`config.mk`:
```
export PLATFORM = sky130hd
export DESIGN_NAME = control_pipe
export DESIGN_NICKNAME = d
export VERILOG_FILES = /design/src/rtl/control_pipe.sv
export SDC_FILE = /design/constraint.sdc
export NUM_CORES = 1
export LEC_CHECK = 0
export ABC_AREA = 1
export CAP_MARGIN = 0
export CORE_MARGIN = 4
export CORE_UTILIZATION = 45
export DETAILED_ROUTE_END_ITERATION = 10
export PLACE_DENSITY = 0.75
export RECOVER_POWER = 50
export REMOVE_ABC_BUFFERS = 1
export SYNTH_ARGS = -nofsm -noshare
export SYNTH_HDL_FRONTEND = slang
export SYNTH_SLANG_ARGS = --single-unit
```
`constraint.sdc`:
```
create_clock -name clk -period 2.53 [get_ports clk]
set_input_delay 0.759 -clock clk [delete_from_list [all_inputs] [get_ports clk]]
set_output_delay 0.759 -clock clk [all_outputs]
set_load 0.01 [all_outputs]
```
`src/rtl/control_pipe.sv`:
```
// control_pipe
//   Decode-stage control unit with an ID/EX pipeline register. It decodes the
//   opcode into datapath controls, detects load-use hazards against the
//   instruction currently in EX, and inserts LOAD_LAT bubbles per hazard
//   while holding the front end. Undecodable opcodes become a bubble plus a
//   one-cycle illegal pulse and bump a saturating 8-bit counter.
//
// Parameters
//   ALU_OP_W  width of ex_alu_op (must be >= 2)
//   EN_JUMP   1: JAL/JALR decode normally, 0: they are illegal
//   LOAD_LAT  bubbles per load-use hazard, 1..3
//
// Ports
//   clk, rst_n                     clock, async active-low reset
//   id_valid, id_opcode            decode-stage instruction
//   id_rs1, id_rs2, id_rd          register specifiers
//   flush                          squash decode-stage instruction
//   stall                          (comb) hold PC and IF/ID
//   ex_valid, ex_* controls        ID/EX register contents
//   ex_alu_op, ex_rd               ALU class and destination in EX
//   illegal, illegal_cnt           illegal pulse and saturating count
module control_pipe #(
  parameter int ALU_OP_W = 3,
  parameter bit EN_JUMP  = 1'b1,
  parameter int LOAD_LAT = 1
) (
  input  logic                clk,
  input  logic                rst_n,
  input  logic                id_valid,
  input  logic [6:0]          id_opcode,
  input  logic [4:0]          id_rs1,
  input  logic [4:0]          id_rs2,
  input  logic [4:0]          id_rd,
  input  logic                flush,
  output logic                stall,
  output logic                ex_valid,
  output logic                ex_alu_src,
  output logic                ex_mem_to_reg,
  output logic                ex_reg_write,
  output logic                ex_mem_read,
  output logic                ex_mem_write,
  output logic                ex_branch,
  output logic                ex_jump,
  output logic [ALU_OP_W-1:0] ex_alu_op,
  output logic [4:0]          ex_rd,
  output logic                illegal,
  output logic [7:0]          illegal_cnt
);

  localparam logic [6:0] OP_R      = 7'b0110011;
  localparam logic [6:0] OP_I      = 7'b0010011;
  localparam logic [6:0] OP_LOAD   = 7'b0000011;
  localparam logic [6:0] OP_STORE  = 7'b0100011;
  localparam logic [6:0] OP_BRANCH = 7'b1100011;
  localparam logic [6:0] OP_JAL    = 7'b1101111;
  localparam logic [6:0] OP_JALR   = 7'b1100111;

  localparam logic [ALU_OP_W-1:0] ALU_ADD = ALU_OP_W'(0);
  localparam logic [ALU_OP_W-1:0] ALU_BR  = ALU_OP_W'(1);
  localparam logic [ALU_OP_W-1:0] ALU_R   = ALU_OP_W'(2);
  localparam logic [ALU_OP_W-1:0] ALU_I   = ALU_OP_W'(3);

  // Remaining STALL-state cycles after the first hazard cycle spent in RUN.
  localparam logic [1:0] CNT_INIT = 2'(LOAD_LAT - 1);

  typedef enum logic {RUN, STALL} state_e;

  typedef struct packed {
    logic                alu_src;
    logic                mem_to_reg;
    logic                reg_write;
    logic                mem_read;
    logic                mem_write;
    logic                branch;
    logic                jump;
    logic [ALU_OP_W-1:0] alu_op;
  } ctrl_t;

  state_e      state_q, state_d;
  logic [1:0]  cnt_q, cnt_d;
  ctrl_t       dec;
  logic        dec_legal;
  logic        use_rs1;
  logic        use_rs2;
  logic        hazard;
  logic        accept;
  ctrl_t       ex_ctrl_q, ex_ctrl_d;
  logic        ex_valid_q, ex_valid_d;
  logic [4:0]  ex_rd_q, ex_rd_d;
  logic        illegal_q, illegal_d;
  logic [7:0]  illegal_cnt_q, illegal_cnt_d;

  // Opcode decode; unknown opcodes fall through to all-zero and illegal.
  always_comb begin
    dec       = '0;
    dec_legal = 1'b0;
    use_rs1   = 1'b0;
    use_rs2   = 1'b0;
    case (id_opcode)
      OP_R: begin
        dec.reg_write = 1'b1;
        dec.alu_op    = ALU_R;
        dec_legal     = 1'b1;
        use_rs1       = 1'b1;
        use_rs2       = 1'b1;
      end
      OP_I: begin
        dec.alu_src   = 1'b1;
        dec.reg_write = 1'b1;
        dec.alu_op    = ALU_I;
        dec_legal     = 1'b1;
        use_rs1       = 1'b1;
      end
      OP_LOAD: begin
        dec.alu_src    = 1'b1;
        dec.mem_to_reg = 1'b1;
        dec.reg_write  = 1'b1;
        dec.mem_read   = 1'b1;
        dec.alu_op     = ALU_ADD;
        dec_legal      = 1'b1;
        use_rs1        = 1'b1;
      end
      OP_STORE: begin
        dec.alu_src   = 1'b1;
        dec.mem_write = 1'b1;
        dec.alu_op    = ALU_ADD;
        dec_legal     = 1'b1;
        use_rs1       = 1'b1;
        use_rs2       = 1'b1;
      end
      OP_BRANCH: begin
        dec.branch = 1'b1;
        dec.alu_op = ALU_BR;
        dec_legal  = 1'b1;
        use_rs1    = 1'b1;
        use_rs2    = 1'b1;
      end
      OP_JAL, OP_JALR: begin
        if (EN_JUMP) begin
          dec.alu_src   = 1'b1;
          dec.reg_write = 1'b1;
          dec.jump      = 1'b1;
          dec.alu_op    = ALU_ADD;
          dec_legal     = 1'b1;
          // JAL has no source register; JALR reads rs1.
          use_rs1       = (id_opcode == OP_JALR);
        end
      end
      default: begin
        dec       = '0;
        dec_legal = 1'b0;
      end
    endcase
  end

  // Load in EX writing a register the decode-stage instruction reads.
  // Writes to x0 never create a dependency.
  assign hazard = id_valid && ex_valid_q && ex_ctrl_q.mem_read && (ex_rd_q != 5'd0) &&
                  ((use_rs1 && (id_rs1 == ex_rd_q)) || (use_rs2 && (id_rs2 == ex_rd_q)));

  always_ff @(posedge clk or negedge rst_n) begin
    if (!rst_n) begin
      state_q <= RUN;
      cnt_q   <= 2'd0;
    end else begin
      state_q <= state_d;
      cnt_q   <= cnt_d;
    end
  end

  // Next-state logic. The hazard cycle itself is spent in RUN, so STALL only
  // covers the additional LOAD_LAT-1 cycles.
  always_comb begin
    state_d = state_q;
    cnt_d   = cnt_q;
    if (flush) begin
      state_d = RUN;
      cnt_d   = 2'd0;
    end else begin
      case (state_q)
        RUN: begin
          if (hazard && (LOAD_LAT > 1)) begin
            state_d = STALL;
            cnt_d   = CNT_INIT;
          end
        end
        STALL: begin
          if (!id_valid || (cnt_q <= 2'd1)) begin
            state_d = RUN;
            cnt_d   = 2'd0;
          end else begin
            cnt_d = cnt_q - 2'd1;
          end
        end
        default: begin
          state_d = RUN;
          cnt_d   = 2'd0;
        end
      endcase
    end
  end

  // Output logic: decides between loading decoded controls and a bubble.
  // An instruction held in STALL is never accepted, so it cannot raise
  // illegal until the cycle it actually moves on.
  always_comb begin
    stall     = 1'b0;
    accept    = 1'b0;
    illegal_d = 1'b0;
    if (!flush) begin
      case (state_q)
        RUN: begin
          if (hazard) begin
            stall = 1'b1;
          end else if (id_valid && !dec_legal) begin
            illegal_d = 1'b1;
          end else begin
            accept = 1'b1;
          end
        end
        STALL: begin
          stall = id_valid;
        end
        default: begin
          stall = 1'b0;
        end
      endcase
    end
    ex_ctrl_d     = accept ? dec : '0;
    ex_valid_d    = accept && id_valid && dec_legal;
    ex_rd_d       = accept ? id_rd : 5'd0;
    illegal_cnt_d = (illegal_d && (illegal_cnt_q != 8'hFF)) ? illegal_cnt_q + 8'd1
                                                           : illegal_cnt_q;
  end

  always_ff @(posedge clk or negedge rst_n) begin
    if (!rst_n) begin
      ex_ctrl_q     <= '0;
      ex_valid_q    <= 1'b0;
      ex_rd_q       <= 5'd0;
      illegal_q     <= 1'b0;
      illegal_cnt_q <= 8'd0;
    end else begin
      ex_ctrl_q     <= ex_ctrl_d;
      ex_valid_q    <= ex_valid_d;
      ex_rd_q       <= ex_rd_d;
      illegal_q     <= illegal_d;
      illegal_cnt_q <= illegal_cnt_d;
    end
  end

  assign ex_valid      = ex_valid_q;
  assign ex_alu_src    = ex_ctrl_q.alu_src;
  assign ex_mem_to_reg = ex_ctrl_q.mem_to_reg;
  assign ex_reg_write  = ex_ctrl_q.reg_write;
  assign ex_mem_read   = ex_ctrl_q.mem_read;
  assign ex_mem_write  = ex_ctrl_q.mem_write;
  assign ex_branch     = ex_ctrl_q.branch;
  assign ex_jump       = ex_ctrl_q.jump;
  assign ex_alu_op     = ex_ctrl_q.alu_op;
  assign ex_rd         = ex_rd_q;
  assign illegal       = illegal_q;
  assign illegal_cnt   = illegal_cnt_q;

endmodule

```
# Yosys cells after proc, flatten, opt, wreduce, memory -nomap -nowiden
# Index checks and enable logic that the tools add are counted.
[classes] eq_ne=10 order_cmp=1 n_addsub=2 n_mux=29 n_reduce_logical=22 bitwise=1
[op_table] operator="$eq A7 B7 Y1 const B" n=3
[op_table] operator="$mux W1" n=21
[op_table] operator="$reduce_or A5 Y1" n=3
[op_table] operator="$eq A7 B6 Y1 const B" n=2
[op_table] operator="$eq A5 B5 Y1" n=2
[op_table] operator="$logic_and A1 B1 Y1" n=10
[op_table] operator="$mux W10" n=1
[op_table] operator="$add A8 B1 Y8 const B" n=1
[op_table] operator="$ne A8 B8 Y1 const B" n=1
[op_table] operator="$eq A7 B2 Y1 const B" n=1
[op_table] operator="$eq A7 B5 Y1 const B" n=1
[op_table] operator="$reduce_or A7 Y1" n=1
[op_table] operator="$mux W2" n=3
[op_table] operator="$pmux W2 S3" n=1
[op_table] operator="$mux W5" n=1
[op_table] operator="$reduce_bool A5 Y1" n=1
[op_table] operator="$pmux W1 S2" n=2
[op_table] operator="$reduce_or A3 Y1" n=1
[op_table] operator="$le A2 B1 Y1 const B" n=1
[op_table] operator="$logic_not A1 Y1" n=2
[op_table] operator="$logic_or A1 B1 Y1" n=2
[op_table] operator="$reduce_bool A2 Y1" n=1
[op_table] operator="$reduce_or A2 Y1" n=1
[op_table] operator="$sub A2 B1 Y2 const B" n=1
[op_table] operator="$not A1 Y1" n=1
[totals] out_inout_bits=26 register_bits=28 input_bits=26 wordCells=79

# Depth between registers and ports, before layout
[logic_depth] ltp_word=11 mapped_depth=12 depth_no_buf=11

# Worst setup path before layout
# Ideal clock, no wire load.
[synth_path] kind="input port to output port" from="in id_opcode[3]" to="out stall" required_ps=1771 arrival_ps=1554 n_path_buf=0 slack_ps=217 cell_stages=8 cell_sequence="nor2_1 -> nand2_2 -> a21o_1 -> nand2_1 -> nand2_1 -> nand2_1 -> nand3_1 -> a21oi_1"
[synth_via] elab_chain_len=9 word_cells_on_any_way=19 cone_classes="7 x eq/ne; 5 x mux; 7 x reduce/logical"
[synth_rtl] element="from (decl)" line_no="30" rtl="input logic [6:0] id_opcode,"
[synth_rtl] element="$eq A7 B6 Y1, or another cell as far along" line_no="99" rtl="case (id_opcode)"
[synth_rtl] element="$reduce_or A5 Y1 (no line), or another cell as far along"
[synth_rtl] element="$pmux W1 S2 / $mux W1 (equally long branches)" line_no="99"
[synth_rtl] element="$logic_and A1 B1 Y1" line_no="159" rtl="((use_rs1 && (id_rs1 == ex_rd_q)) || (use_rs2 && (id_rs2 == ex_rd_q)));"
[synth_rtl] element="$logic_or A1 B1 Y1 *" line_no="159"
[synth_rtl] element="$logic_and A1 B1 Y1 *" line_no="158" rtl="assign hazard = id_valid && ex_valid_q && ex_ctrl_q.mem_read && (ex_rd_q != 5'd0) &&"
[synth_rtl] element="$mux W1 *" line_no="213" rtl="if (hazard) begin"
[synth_rtl] element="$pmux W1 S2 *" line_no="211" rtl="case (state_q)"
[synth_rtl] element="$mux W1 *" line_no="210" rtl="if (!flush) begin"
[synth_rtl] element="to (decl)" line_no="35" rtl="output logic stall,"
# Every way passes the cells marked *; elsewhere a longest branch is shown, timed or not.

# Worst setup path in the final report
# Same ends and word-level chain as after synthesis.

==> impl_metrics.toml <==
[status]
status = "finished, violations left"
failed_checks = "negative setup slack"

[routing]
vias_per_cell = 4.79
drt_iter0_drc = 50
drt.antenna.violating_nets = 0
detail_route.wirelength_um = 4160
wl_per_cell_um = 13.2
drt_pre_antenna_iters = 4
dr_total_vias = 1513
drcViolationCount = 0

[clocking]
clock_latency_of_the_later_clocked_register_in_the_worst_skew_pair_ps = 320
tritoncts_clock_tree = "built"
htree_levels = 1
clock_tree.root_cell = "sky130_fd_sc_hd__clkbuf_4"
clk_transition_reported_paths_ps = 140
number_of_buffers_inserted_during_clock_tree_synthesis = 3
max-clock-path-buffers = 2
clock_sinks = 26

[floorplan]
die_area_sq_um = 4360
initial_utilization = 0.485
top_level_ports = 52
horizontal_die_dimension_um = 66.1
die_height_um = 66.1
placement_rows = 20
design.core.area_sq_um = 3130

[power_and_ir_drop]
cellLeakagePower_nw = 1.21
pwr_density_cell_nw_per_um2 = 430
tot_pwr_mw = 1.02
max-vdd-ir-drop_mv = 0.350

[logic_synthesis]
post_synth_edffs = 0
synthAdderAreaFrac = 0.0165
area_fraction_in_and_or_nand_and_nor_cells_after_synthesis = 0.360
synth_compound_gate_area_share = 0.0198
synth_cells = 193
synth-seq-area-share = 0.429
yosys.cell_count.top_type = "sky130_fd_sc_hd__nand2_1"
synth-xor-area-share = 0.0751
yosys-top-cells-count = "sky130_fd_sc_hd__nand2_1, sky130_fd_sc_hd__inv_1, sky130_fd_sc_hd__nor2_1, sky130_fd_sc_hd__dfrtp_1, sky130_fd_sc_hd__nand4_1"
synth_warnings = 0
post_synth.cell_area_avg_sq_um = 7.86
yosys_most_used_dff = "sky130_fd_sc_hd__dfrtp_1"
yosys-mux-area-fraction = 0
postSynthRegisterBits = 26
synthDominantAreaCellType = "sky130_fd_sc_hd__dfrtp_1"
ys_async_sr_fraction = 1.00
yosys.cell_types.count = 31
synth_top_cell_area_share = 0.429
dominant_combinational_cell_family_by_area_after_synthesis = "simple AND/OR/NAND/NOR gates"
synth.area.top_cells = "sky130_fd_sc_hd__dfrtp_1, sky130_fd_sc_hd__nand2_1, sky130_fd_sc_hd__inv_1"
synth.cell_area_sq_um = 1520

[min_path]
worst_hold_path_cell_count = 2
hold_end = "illegal_cnt[3]$_DFFE_PN0P_"
worstHoldPathType = "reg -> reg"
hold_path_startpoint = "illegal_cnt[3]$_DFFE_PN0P_"

[timing]
timing.final.ws_setup_ps = -22.1
slew_violations = 0
tmin_final_ps = 2550
slew-limit-headroom = 0.0718
timing_worst_slew_pin_value_ps = 1390
rsz0062_at_grt = "yes"
post-route-period-util = 1.01
worst_clock_skew_on_the_final_layout_ps = 4.73
achievable-frequency_ghz = 0.392
final_setup_viols = 1
setup_tns_ps = -22.1
final_hold_viol_count = 0

[flow_run]
max-cap-violations = 0

[grt]
grt_pass1_vias = 1533
antenna_violations_before_repair = 0
grt_overflow_total = 0
grt_max_degree = 27
globalRouteTotalUtil = 0.197
grt_pass1_wl_um = 6740

[worst_setup_path]
arrival_ps = 1790
worstSetupPathType = "in -> out"
r2r_cells = 7
crit_required_ps = 1770
crit-reg2reg-launch = "illegal_cnt[0]$_DFFE_PN0P_"
critical-path-top-cell-by-count = "sky130_fd_sc_hd__nand2_1"
crit-reg2reg-capture = "illegal_cnt[2]$_DFFE_PN0P_"
timing.critical_path.to_type = "primary output"
crit_chain = "buf_8 -> nor2_4 -> nand2_4 -> a21o_1 -> nand2_1 -> nand2_1 -> nand2_2 -> nand3_2 -> a21oi_2 -> buf_2"
critical-path-slowest-cell = "sky130_fd_sc_hd__a21o_1"
max_stage_delay_on_crit_path_ps = 190
reg2reg_slack_ps = 890
worst_setup_path_startpoint = "id_opcode[3]"
setup.worst_path.start_class = "input pin"
critPathMaxFanout = 4

[finish]
insertedDiodeCount = 0
share_of_cells_above_drive_strength_1 = 0.290
layout.nets = 301
syn2layout_area_growth_pct = 57.1
layout.filler_cells = 232
stdcell_area_sq_um = 2380

[place]
gp_routability_congestion = 0.796
place_hpwl_um = 2570
detailed_place.area_sq_um = 2130
place.port_buffers = 50
-- metrics by stage --
stage	setup slack [ps]	hold slack [ps]	std cells	util
2_1_floorplan	217	463	189	-
3_3_place_gp	-813	508	295	0.682
3_5_place_dp	-804	519	295	0.682
4_1_cts	0.773	552	315	0.734
5_1_grt	-82.2	613	316	0.762
6_report	-22.1	547	316	0.762
-- cell type report --
type                            count  area [sq um]  share of cell area
Inverter                           31           136              0.0572
Timing Repair Buffer               79           701               0.294
Multi-Input combinational cell    132           803               0.337
Sequential cell                    26           651               0.273
Clock buffer                        4          36.3              0.0152
Tap cell                           44          55.1              0.0231
-- flip-flops by register name, indices dropped and copies added (netlist names), 2 cells and up --
name and count:
illegal_cnt 8, ex_rd 5, cnt_q 2, ex_alu_op 2
-- worst max-delay path by stage --
stage / end / slack, ps / depth (start not counted)
finish: stall / -20 / 10
global placement: stall / -810 / 12
floorplan: stall / 220 / 8
CTS: stall / 0.8 / 11
detailed placement: stall / -800 / 12
global route: stall / -80 / 11
-- power by group --
part | switching [mW] | leakage (nW) | internal, mW
combinational | 0.147 | 0.833 | 0.172
clock | 0.124 | 0.0210 | 0.0881
sequential | 0.0407 | 0.354 | 0.451
-- layer usage --
layer  vias to the layer above  wire length [um]  GRT usage
li1                        755                 -          -
met2                        58              1920      0.329
met1                       690              1820      0.262
met4                         0                74     0.0533
met5                         -                 0          0
met3                        10               336     0.0374
-- worst max-delay path, delay by kind of cell --
| kind | cells | cell delay (ps) |
|---|---|---|
| AO/OA/AOI/OAI | 2 | 300 |
| buffers and inverters | 2 | 240 |
| AND/OR/NAND/NOR | 6 | 490 |
-- cells in the final DEF (no fill, tap or decap), types with 2 or more instances in the layout --
cell type                          n
sky130_fd_sc_hd__nand2_1          42
sky130_fd_sc_hd__clkdlybuf4s50_1  31
sky130_fd_sc_hd__buf_4            29
sky130_fd_sc_hd__dfrtp_1          26
sky130_fd_sc_hd__inv_1            25
sky130_fd_sc_hd__nor2_1           24
sky130_fd_sc_hd__nand4_1          11
sky130_fd_sc_hd__nor2_2            7
sky130_fd_sc_hd__xor2_1            7
sky130_fd_sc_hd__buf_2             6
sky130_fd_sc_hd__xnor2_1           5
sky130_fd_sc_hd__nand2_2           4
sky130_fd_sc_hd__nand3_1           4
sky130_fd_sc_hd__clkdlybuf4s15_1   4
sky130_fd_sc_hd__nand3_4           3
sky130_fd_sc_hd__nand3_2           3
sky130_fd_sc_hd__nor3_1            3
sky130_fd_sc_hd__clkbuf_4          3
sky130_fd_sc_hd__nand2_4           2
sky130_fd_sc_hd__inv_2             2
sky130_fd_sc_hd__nor2_4            2
sky130_fd_sc_hd__ha_1              2
sky130_fd_sc_hd__dlygate4sd2_1     2
sky130_fd_sc_hd__buf_12            2
-- cells by family (layout without fill, tap and decap cells) --
| kind of cell | Yosys count | in the layout |
|---|---|---|
| flops | 26 | 26 |
| fa+ha+maj | 2 | 2 |
| other cells | 1 | 1 |
| compound gates | 5 | 5 |
| xor+xnor | 13 | 13 |
| buf+inv | 35 | 114 |
| simple gates | 111 | 111 |
-- timing repair --
item,in CTS,in global routing
setup endpoints to repair,1,3
resized for setup,74,21
setup buffers,16,2
pin swaps,30,15
hold buffers,0,0
No activity file was read; power rests on OpenSTA's default activity.
